[src/rtl/alu_share_arbiter_if.sv]
// Bundle of requester, response and ALU-side signals for alu_share_arbiter.
// The arbiter takes the slave view; whoever plays requesters and ALU takes master.
interface alu_share_arbiter_if #(
  parameter int WIDTH = 64
);
  logic [1:0]       req_valid;
  logic [1:0]       req_ready;
  logic [WIDTH-1:0] req0_x;
  logic [WIDTH-1:0] req0_y;
  logic [3:0]       req0_op;
  logic [WIDTH-1:0] req1_x;
  logic [WIDTH-1:0] req1_y;
  logic [3:0]       req1_op;
  logic [1:0]       rsp_valid;
  logic [1:0]       rsp_ready;
  logic [WIDTH-1:0] rsp_result;
  logic             rsp_zero;
  logic             rsp_err;
  logic [WIDTH-1:0] alu_x;
  logic [WIDTH-1:0] alu_y;
  logic [3:0]       alu_ctrl;
  logic [WIDTH-1:0] alu_result;
  logic             alu_zero;
  logic             busy;

  modport slave (
    input  req_valid, req0_x, req0_y, req0_op, req1_x, req1_y, req1_op,
    input  rsp_ready, alu_result, alu_zero,
    output req_ready, rsp_valid, rsp_result, rsp_zero, rsp_err,
    output alu_x, alu_y, alu_ctrl, busy
  );

  modport master (
    output req_valid, req0_x, req0_y, req0_op, req1_x, req1_y, req1_op,
    output rsp_ready, alu_result, alu_zero,
    input  req_ready, rsp_valid, rsp_result, rsp_zero, rsp_err,
    input  alu_x, alu_y, alu_ctrl, busy
  );
endinterface

[src/rtl/alu_share_arbiter.sv]
// Round-robin sequencer sharing one combinational ALU between two requesters.
//
//  state | meaning
//  IDLE  | no operation in flight, grant and accept one request
//  EXEC  | registered operands on the ALU, result captured at cycle end
//  RESP  | response held for the owner until it handshakes
module alu_share_arbiter #(
  parameter int WIDTH = 64
) (
  input logic               clk,
  input logic               reset,
  alu_share_arbiter_if.slave bus
);

  typedef enum logic [1:0] {
    IDLE = 2'd0,
    EXEC = 2'd1,
    RESP = 2'd2
  } state_t;

  state_t           state;
  state_t           next_state;
  logic             rr;
  logic             owner;
  logic             grant;
  logic             any_req;
  logic             op_legal;
  logic             rsp_done;
  logic [3:0]       sel_op;
  logic [WIDTH-1:0] sel_x;
  logic [WIDTH-1:0] sel_y;
  logic [1:0]       req_ready;
  logic [1:0]       rsp_valid;

  logic [WIDTH-1:0] alu_x_q;
  logic [WIDTH-1:0] alu_y_q;
  logic [3:0]       alu_ctrl_q;
  logic [WIDTH-1:0] rsp_result_q;
  logic             rsp_zero_q;
  logic             rsp_err_q;
  logic             busy_q;

  // Grant selection: a lone requester wins outright, a tie goes to rr.
  always_comb begin
    any_req = |bus.req_valid;
    grant   = 1'b0;
    case (bus.req_valid)
      2'b01:   grant = 1'b0;
      2'b10:   grant = 1'b1;
      2'b11:   grant = rr;
      default: grant = 1'b0;
    endcase
    sel_x  = grant ? bus.req1_x  : bus.req0_x;
    sel_y  = grant ? bus.req1_y  : bus.req0_y;
    sel_op = grant ? bus.req1_op : bus.req0_op;
    case (sel_op)
      4'd0, 4'd1, 4'd2, 4'd6: op_legal = 1'b1;
      default:                op_legal = 1'b0;
    endcase
  end

  // Next-state and handshake decode; illegal ops skip EXEC so the ALU never sees them.
  always_comb begin
    next_state = state;
    req_ready  = 2'b00;
    rsp_valid  = 2'b00;
    rsp_done   = bus.rsp_ready[owner];
    case (state)
      IDLE: begin
        if (any_req) begin
          req_ready[grant] = 1'b1;
          next_state       = op_legal ? EXEC : RESP;
        end
      end
      EXEC: next_state = RESP;
      RESP: begin
        rsp_valid[owner] = 1'b1;
        if (rsp_done) next_state = IDLE;
      end
      default: next_state = IDLE;
    endcase
  end

  // State register.
  always_ff @(posedge clk) begin
    if (reset) state <= IDLE;
    else       state <= next_state;
  end

  // Operand latch, result capture, owner and round-robin pointer updates.
  always_ff @(posedge clk) begin
    if (reset) begin
      rr           <= 1'b0;
      owner        <= 1'b0;
      alu_x_q      <= '0;
      alu_y_q      <= '0;
      alu_ctrl_q   <= '0;
      rsp_result_q <= '0;
      rsp_zero_q   <= 1'b0;
      rsp_err_q    <= 1'b0;
      busy_q       <= 1'b0;
    end else begin
      busy_q <= (next_state != IDLE);
      case (state)
        IDLE: begin
          if (any_req) begin
            owner <= grant;
            if (op_legal) begin
              alu_x_q    <= sel_x;
              alu_y_q    <= sel_y;
              alu_ctrl_q <= sel_op;
            end else begin
              rsp_result_q <= '0;
              rsp_zero_q   <= 1'b0;
              rsp_err_q    <= 1'b1;
            end
          end
        end
        EXEC: begin
          rsp_result_q <= bus.alu_result;
          rsp_zero_q   <= bus.alu_zero;
          rsp_err_q    <= 1'b0;
        end
        RESP: begin
          if (rsp_done) rr <= ~owner;
        end
        default: ;
      endcase
    end
  end

  assign bus.req_ready  = req_ready;
  assign bus.rsp_valid  = rsp_valid;
  assign bus.rsp_result = rsp_result_q;
  assign bus.rsp_zero   = rsp_zero_q;
  assign bus.rsp_err    = rsp_err_q;
  assign bus.alu_x      = alu_x_q;
  assign bus.alu_y      = alu_y_q;
  assign bus.alu_ctrl   = alu_ctrl_q;
  assign bus.busy       = busy_q;

endmodule

[src/flat_wrapper.sv]
// flat-port wrapper written by rule: the top's interface ports become plain ports
module alu_share_arbiter_flat 
#(
  parameter int WIDTH = 64
)
  (clk, reset, bus_req_valid, bus_req0_x, bus_req0_y, bus_req0_op, bus_req1_x, bus_req1_y, bus_req1_op, bus_rsp_ready, bus_alu_result, bus_alu_zero, bus_req_ready, bus_rsp_valid, bus_rsp_result, bus_rsp_zero, bus_rsp_err, bus_alu_x, bus_alu_y, bus_alu_ctrl, bus_busy);
  alu_share_arbiter_if #(.WIDTH(WIDTH)) bus_i ();
  input logic clk;
  input logic reset;
  input wire logic [$bits(bus_i.req_valid)-1:0] bus_req_valid;
  input wire logic [$bits(bus_i.req0_x)-1:0] bus_req0_x;
  input wire logic [$bits(bus_i.req0_y)-1:0] bus_req0_y;
  input wire logic [$bits(bus_i.req0_op)-1:0] bus_req0_op;
  input wire logic [$bits(bus_i.req1_x)-1:0] bus_req1_x;
  input wire logic [$bits(bus_i.req1_y)-1:0] bus_req1_y;
  input wire logic [$bits(bus_i.req1_op)-1:0] bus_req1_op;
  input wire logic [$bits(bus_i.rsp_ready)-1:0] bus_rsp_ready;
  input wire logic [$bits(bus_i.alu_result)-1:0] bus_alu_result;
  input wire logic [$bits(bus_i.alu_zero)-1:0] bus_alu_zero;
  output wire logic [$bits(bus_i.req_ready)-1:0] bus_req_ready;
  output wire logic [$bits(bus_i.rsp_valid)-1:0] bus_rsp_valid;
  output wire logic [$bits(bus_i.rsp_result)-1:0] bus_rsp_result;
  output wire logic [$bits(bus_i.rsp_zero)-1:0] bus_rsp_zero;
  output wire logic [$bits(bus_i.rsp_err)-1:0] bus_rsp_err;
  output wire logic [$bits(bus_i.alu_x)-1:0] bus_alu_x;
  output wire logic [$bits(bus_i.alu_y)-1:0] bus_alu_y;
  output wire logic [$bits(bus_i.alu_ctrl)-1:0] bus_alu_ctrl;
  output wire logic [$bits(bus_i.busy)-1:0] bus_busy;
  assign bus_i.req_valid = bus_req_valid;
  assign bus_i.req0_x = bus_req0_x;
  assign bus_i.req0_y = bus_req0_y;
  assign bus_i.req0_op = bus_req0_op;
  assign bus_i.req1_x = bus_req1_x;
  assign bus_i.req1_y = bus_req1_y;
  assign bus_i.req1_op = bus_req1_op;
  assign bus_i.rsp_ready = bus_rsp_ready;
  assign bus_i.alu_result = bus_alu_result;
  assign bus_i.alu_zero = bus_alu_zero;
  assign bus_req_ready = bus_i.req_ready;
  assign bus_rsp_valid = bus_i.rsp_valid;
  assign bus_rsp_result = bus_i.rsp_result;
  assign bus_rsp_zero = bus_i.rsp_zero;
  assign bus_rsp_err = bus_i.rsp_err;
  assign bus_alu_x = bus_i.alu_x;
  assign bus_alu_y = bus_i.alu_y;
  assign bus_alu_ctrl = bus_i.alu_ctrl;
  assign bus_busy = bus_i.busy;
  alu_share_arbiter #(.WIDTH(WIDTH)) u_core (.clk(clk), .reset(reset), .bus(bus_i));
endmodule
[config.mk]
export PLATFORM = sky130hd
export DESIGN_NAME = alu_share_arbiter_flat
export DESIGN_NICKNAME = d
export VERILOG_FILES = /design/src/rtl/alu_share_arbiter_if.sv /design/src/rtl/alu_share_arbiter.sv /design/src/flat_wrapper.sv
export SDC_FILE = /design/constraint.sdc
export NUM_CORES = 1
export LEC_CHECK = 0
export ABC_CLOCK_PERIOD_IN_PS = 5200
export BUFFER_PORTS_ARGS = -buffer_cell sky130_fd_sc_hd__buf_2
export CAP_MARGIN = 25
export CELL_PAD_IN_SITES_DETAIL_PLACEMENT = 1
export CELL_PAD_IN_SITES_GLOBAL_PLACEMENT = 1
export CORE_AREA = 4 4 205 207
export CTS_CLUSTER_SIZE = 20
export DETAILED_ROUTE_END_ITERATION = 8
export DIE_AREA = 0 0 209 211
export PLACE_DENSITY = 0.58
export SYNTH_ARGS = -nofsm -noshare
export SYNTH_HDL_FRONTEND = slang
export SYNTH_SLANG_ARGS = --single-unit
[constraint.sdc]
create_clock -name clk -period 5.2 [get_ports clk]
set_input_delay 0.78 -clock clk [delete_from_list [all_inputs] [get_ports clk]]
set_output_delay 0.78 -clock clk [all_outputs]
set_load 0.005 [all_outputs]
==> results.json, run 1 <==
{
  "postSynth.asyncResetShare_pct": 0,
  "power_density_mw_per_mm2": 335.0,
  "final_util_pct": 32.28,
  "internal_power_mw": 3.072,
  "grt_max_degree": 87,
  "synth_area_mm2": 0.009236,
  "p_leak_nw": 6.164,
  "gp_congestion": 0.8833,
  "p_comb_share_pct": 22.8,
  "final.setup.tns_ns": 0,
  "startpoint_type": "input pin",
  "skew_ns": 0.006267,
  "clkTransAtPathRegs_ns": 0.07,
  "hold_viol": 0,
  "synth-main-ff-cell": "dfxtp_1",
  "worstSetupPathType": "input pin to flip-flop",
  "cts_setup_buffers": 0,
  "endpoint_kind": "flip-flop",
  "final_common_cell": "buf_2",
  "met3_usage_pct": 5.436,
  "setup_viol": 0,
  "drv_slew": 0,
  "die-height_um": 211,
  "busiest_layer": "met2",
  "setup_ws_ns": 2.183,
  "areaGrowthSynthToFinish_pct": 41.10,
  "first_pass_iters": 4,
  "swShare_pct": 29.65,
  "cts_hold_buf": 0,
  "dieArea_mm2": 0.04410,
  "antenna_found_initial": 4,
  "dp.cells": 1787,
  "fin_nets": 1616,
  "timing.hold.ws_ns": 0.4627,
  "power_frac_clock_pct": 37.3,
  "crit_path_max_fanout": 82,
  "cts_buffer_depth": 3,
  "maxCapViolations": 0,
  "most-common-layout-cells": "buf_2 (536), dfxtp_1 (203), mux2i_1 (134), a221oi_1 (131), a211oi_2 (69)",
  "rows": 74,
  "cp.arrival_ns": 3.44,
  "insertion_delay_ns": 0.52,
  "vias": 9159,
  "pwr-share-seq_pct": 39.9,
  "synth_edf_count": 0,
  "max_clock_freq_ghz": 0.3314,
  "ys_types": 29,
  "fin_cells": 1827,
  "required_ns": 5.63,
  "drt_iter0_drc": 375,
  "synth.avg_cell_area_um2": 11.28,
  "max_stage_delay_ns": 0.78,
  "portBuffers": 537,
  "grt_pass1_wl_um": 58480,
  "first_global_vias": 9519,
  "max-vdd-ir-drop_mv": 0.1912,
  "rsz0062_at_grt": "false",
  "drc": 0,
  "seq_area_frac_synth_pct": 44.00,
  "initial_utilization_pct": 22.88,
  "cts-root-buf": "clkbuf_16",
  "vias_per_cell": 5.013,
  "gr-usage-met2_pct": 27.51,
  "drive_above_1_share_pct": 51.62,
  "ant_nets": 0,
  "min_period_over_period_pct": 58.02,
  "wl_per_cell_um": 21.15,
  "status": "finished, final reports clean",
  "cts_tree": "done",
  "worstHoldPathType": "input pin to flip-flop",
  "cp_cell_sequence": "buf_2 > mux2i_1 > and2_4 > buf_4 > a221oi_1 > a211oi_1",
  "ys_warn_count": 0,
  "synthCells": 819,
  "worst_pin_slew_ns": 1.028,
  "hpwl_um": 27650,
  "cts_buffers": 24,
  "slew-limit-headroom_pct": 31.45,
  "ys_ff_latch": 203,
  "ios": 538,
  "die_w_um": 209,
  "cp_slowest_cell": "buf_4",
  "grt_usage_pct": 16.33,
  "period_needed_ns": 3.017,
  "cts_resized": 0,
  "wl_um": 38640,
  "dp_slack_ns": 1.694,
  "met1_usage_pct": 20.50,
  "cts.htree.levels": 1,
  "syn_nets": 1154,
  "cts.sinks": 203,
  "gr-total-overflow": 0,
  "core_area_mm2": 0.04037,
  "switching_power_mw": 1.295
}
final timing paths:
path | startpoint | end | slack, ns | cells past startpoint
worst max-delay path | bus_req1_op[1] | u_core.bus.alu_x[47]$_SDFFE_PP0P_ | 2.18 | 6
worst min-delay path | bus_alu_result[24] | u_core.bus.rsp_result[24]$_SDFFE_PP0P_ | 0.46 | 2
worst max register to register | u_core.rr$_SDFFE_PP0P_ | u_core.bus.alu_x[47]$_SDFFE_PP0P_ | 2.84 | 5
worst min register to register | u_core.bus.rsp_result[6]$_SDFFE_PP0P_ | u_core.bus.rsp_result[6]$_SDFFE_PP0P_ | 0.47 | 1
cells in the mapped netlist (2+ instances only):
cell      number  area share [%]
nand2b_1       3            0.20
buf_2         49             2.7
a211oi_1      64             5.2
buf_1          5            0.20
a22o_1        66             6.3
a211oi_2      69             9.3
nand2_1        4            0.16
and2_1         2            0.14
a221oi_1     131              12
buf_4          8            0.65
nor2_1         2           0.081
nor2b_1        5            0.34
dfxtp_1      203              44
clkbuf_1      54             2.2
inv_1          2           0.081
mux2i_1      134              15
a21oi_1        6            0.33
flip-flops by register name, indices dropped and copies added, names as in the netlist:
register               flops
u_core.bus.alu_ctrl        4
u_core.bus.rsp_zero        1
u_core.rr                  1
u_core.state               2
u_core.bus.busy            1
u_core.bus.rsp_err         1
u_core.bus.alu_y          64
u_core.bus.alu_x          64
u_core.owner               1
u_core.bus.rsp_result     64
layout make-up:
class | instances | area [µm²]
Timing Repair Buffer | 553 | 2864
Multi-Input combinational cell | 496 | 4673
Clock buffer | 36 | 737.0
Fill cell | 4707 | 27340
Inverter | 3 | 11.26
Tap cell | 532 | 665.6
Antenna cell | 1 | 2.502
Sequential cell | 203 | 4064
Clock inverter | 3 | 15.01
logic make-up (layout without fill, tap and decap cells):
family / after synthesis / count (layout) / share of synthesized area (%)
AOI/OAI and AO/OA: 342 / 342 / 34.16
buffers and inverters: 120 / 595 / 5.947
DFF: 203 / 203 / 44.00
muxes: 134 / 134 / 14.52
other: 0 / 1 / 0
and+or+nand+nor: 20 / 20 / 1.368
critical path, delay by kind of cell:
kind	cells	cell delay, ns
muxes	1	0.48
AOI/OAI and AO/OA	2	0.50
buffers and inverters	2	0.89
and+or+nand+nor	1	0.63
layer usage:
metal  vias up  routed length, µm
li1       4249                  -
met1      4457              15810
met2       407              18680
met3        40               3579
met4         6                544
met5         -                 34
stage by stage:
step           cell area, µm²  total power [mW]
6_report                13030             4.366
2_1_floorplan            9236             2.356
3_3_place_gp            12280             2.776
5_1_grt                 13030             4.604
3_5_place_dp            12280             2.792
4_1_cts                 13030             4.450
power by group through the flow:
stage	Combinational [mW]	Clock [mW]	Sequential (mW)
after floorplan	0.580	0	1.78
after global placement	1.01	0	1.77
after detailed placement	1.02	0	1.77
after CTS	1.02	1.69	1.74
after global routing	1.09	1.75	1.76
final	0.996	1.63	1.74
Note: power is estimated with default switching activity, not from simulation.
==> inputs of run 2 (changes only) <==
- ABC_CLOCK_PERIOD_IN_PS: 5200 -> 2600
- CORE_AREA: 4 4 205 207 -> 4 4 206 208
- DIE_AREA: 0 0 209 211 -> 0 0 210 212
- PLACE_DENSITY: 0.58 -> 0.6
- clock period: 5.2 -> 2.6 ns (I/O delays scaled with it)
==> results.json, run 2 (synthesized netlist as in run 1, its figures left out) <==
{
  "swShare_pct": 28.86,
  "cp.arrival_ns": 2.04,
  "skew_ns": 0.01151,
  "power_frac_clock_pct": 38.5,
  "vias_per_cell": 4.935,
  "antenna_found_initial": 6,
  "first_pass_iters": 5,
  "required_ns": 2.21,
  "worstHoldPathType": "input pin to flip-flop",
  "fin_nets": 1629,
  "cts_hold_buf": 0,
  "insertion_delay_ns": 0.52,
  "max_clock_freq_ghz": 0.4123,
  "cts_tree": "done",
  "wl_um": 38590,
  "drc": 0,
  "hpwl_um": 28190,
  "slew-limit-headroom_pct": 48.57,
  "dp_slack_ns": 0.4750,
  "final_common_cell": "buf_2",
  "gp_congestion": 0.7720,
  "grt_usage_pct": 15.86,
  "worst_pin_slew_ns": 0.7715,
  "drive_above_1_share_pct": 51.91,
  "ant_nets": 0,
  "setup_viol": 0,
  "worstSetupPathType": "flip-flop to output port",
  "vias": 9110,
  "timing.hold.ws_ns": 0.08563,
  "cts.htree.levels": 1,
  "crit_path_max_fanout": 54,
  "nFillCells": 4731,
  "areaGrowthSynthToFinish_pct": 43.95,
  "drv_slew": 0,
  "wl_per_cell_um": 20.90,
  "initial_utilization_pct": 22.78,
  "internal_power_mw": 6.402,
  "period_needed_ns": 2.425,
  "startpoint_type": "flip-flop",
  "max-vdd-ir-drop_mv": 0.3830,
  "min_period_over_period_pct": 93.28,
  "cp_slowest_cell": "a211oi_4",
  "first_global_vias": 9630,
  "maxCapViolations": 0,
  "endpoint_kind": "output port",
  "grt_max_degree": 115,
  "power_density_mw_per_mm2": 676.9,
  "switching_power_mw": 2.597,
  "cts.sinks": 203,
  "gr-total-overflow": 0,
  "cts_buffers": 24,
  "cts_buffer_depth": 3,
  "core_area_mm2": 0.04055,
  "cp_cell_sequence": "or2_1 > a211oi_4 > buf_12 > buf_2",
  "max_stage_delay_ns": 0.37,
  "drt_iter0_drc": 449,
  "p_leak_nw": 6.277,
  "ios": 538,
  "final_util_pct": 32.78,
  "pwr-share-seq_pct": 38.7,
  "clkTransAtPathRegs_ns": 0.06,
  "power.total_mw": 8.999,
  "p_comb_share_pct": 22.8,
  "setup_ws_ns": 0.1748,
  "cts-root-buf": "clkbuf_16",
  "rows": 74,
  "crit_buf_inv": 2,
  "final.setup.tns_ns": 0,
  "most-common-layout-cells": "buf_2 (536), dfxtp_1 (203), mux2i_1 (134), a221oi_1 (131), a211oi_2 (69)",
  "status": "finished, final reports clean",
  "dieArea_mm2": 0.04452,
  "r2r_setup_slack_ns": 0.55,
  "die-height_um": 212,
  "grt_pass1_wl_um": 57130,
  "critPathTopFamily": "buffers and inverters",
  "rsz0062_at_grt": "false",
  "hold_viol": 0,
  "portBuffers": 537,
  "die_w_um": 210
}
-- run 2: timing repair --
item / in CTS / in global routing
resized for setup: 0 / 1
setup endpoints to repair: 0 / 1
buffers inserted: 0 / 0
-- run 2: final timing paths --
check                                         startpoint                                      to  depth (start not counted)
setup / recovery              u_core.state[1]$_SDFF_PP0_                        bus_req_ready[0]                          4
hold / removal                        bus_alu_result[49]  u_core.bus.rsp_result[49]$_SDFFE_PP0P_                          2
setup reg to reg                  u_core.rr$_SDFFE_PP0P_       u_core.bus.alu_x[55]$_SDFFE_PP0P_                          5
hold reg to reg   u_core.bus.rsp_result[56]$_SDFFE_PP0P_  u_core.bus.rsp_result[56]$_SDFFE_PP0P_                          1
-- run 2: layer usage --
metal	GRT usage (%)	routed length (µm)
met1	19.04	15000
met5	0	27
met4	4.073	875
met3	4.515	3254
met2	28.02	19430
-- run 2: power by group through the flow --
stage | Clock, mW | Combinational, mW | Sequential, mW
floorplan | 0 | 1.16 | 3.55
finish | 3.46 | 2.05 | 3.49
CTS | 3.58 | 2.10 | 3.48
global placement | 0 | 2.06 | 3.54
global route | 3.73 | 2.25 | 3.51
detailed placement | 0 | 2.09 | 3.54
-- run 2: layout make-up --
cell class	count	area [µm²]	share of cell area, %
well taps	532	665.6	5.007
inverters	3	11.26	0.08470
flip-flops and latches	203	4064	30.57
clock inverters	6	108.9	0.8187
multi-input cells	496	4673	35.15
clock buffers	36	696.9	5.242
diodes	4	10.01	0.07529
repair buffers	566	3065	23.06
-- run 2: stage by stage --
step                instance area (µm²)  cells
floorplan                          9236    819
global placement                  12480   1800
detailed placement                12480   1800
CTS                               13280   1842
global route                      13290   1845
finish                            13300   1846
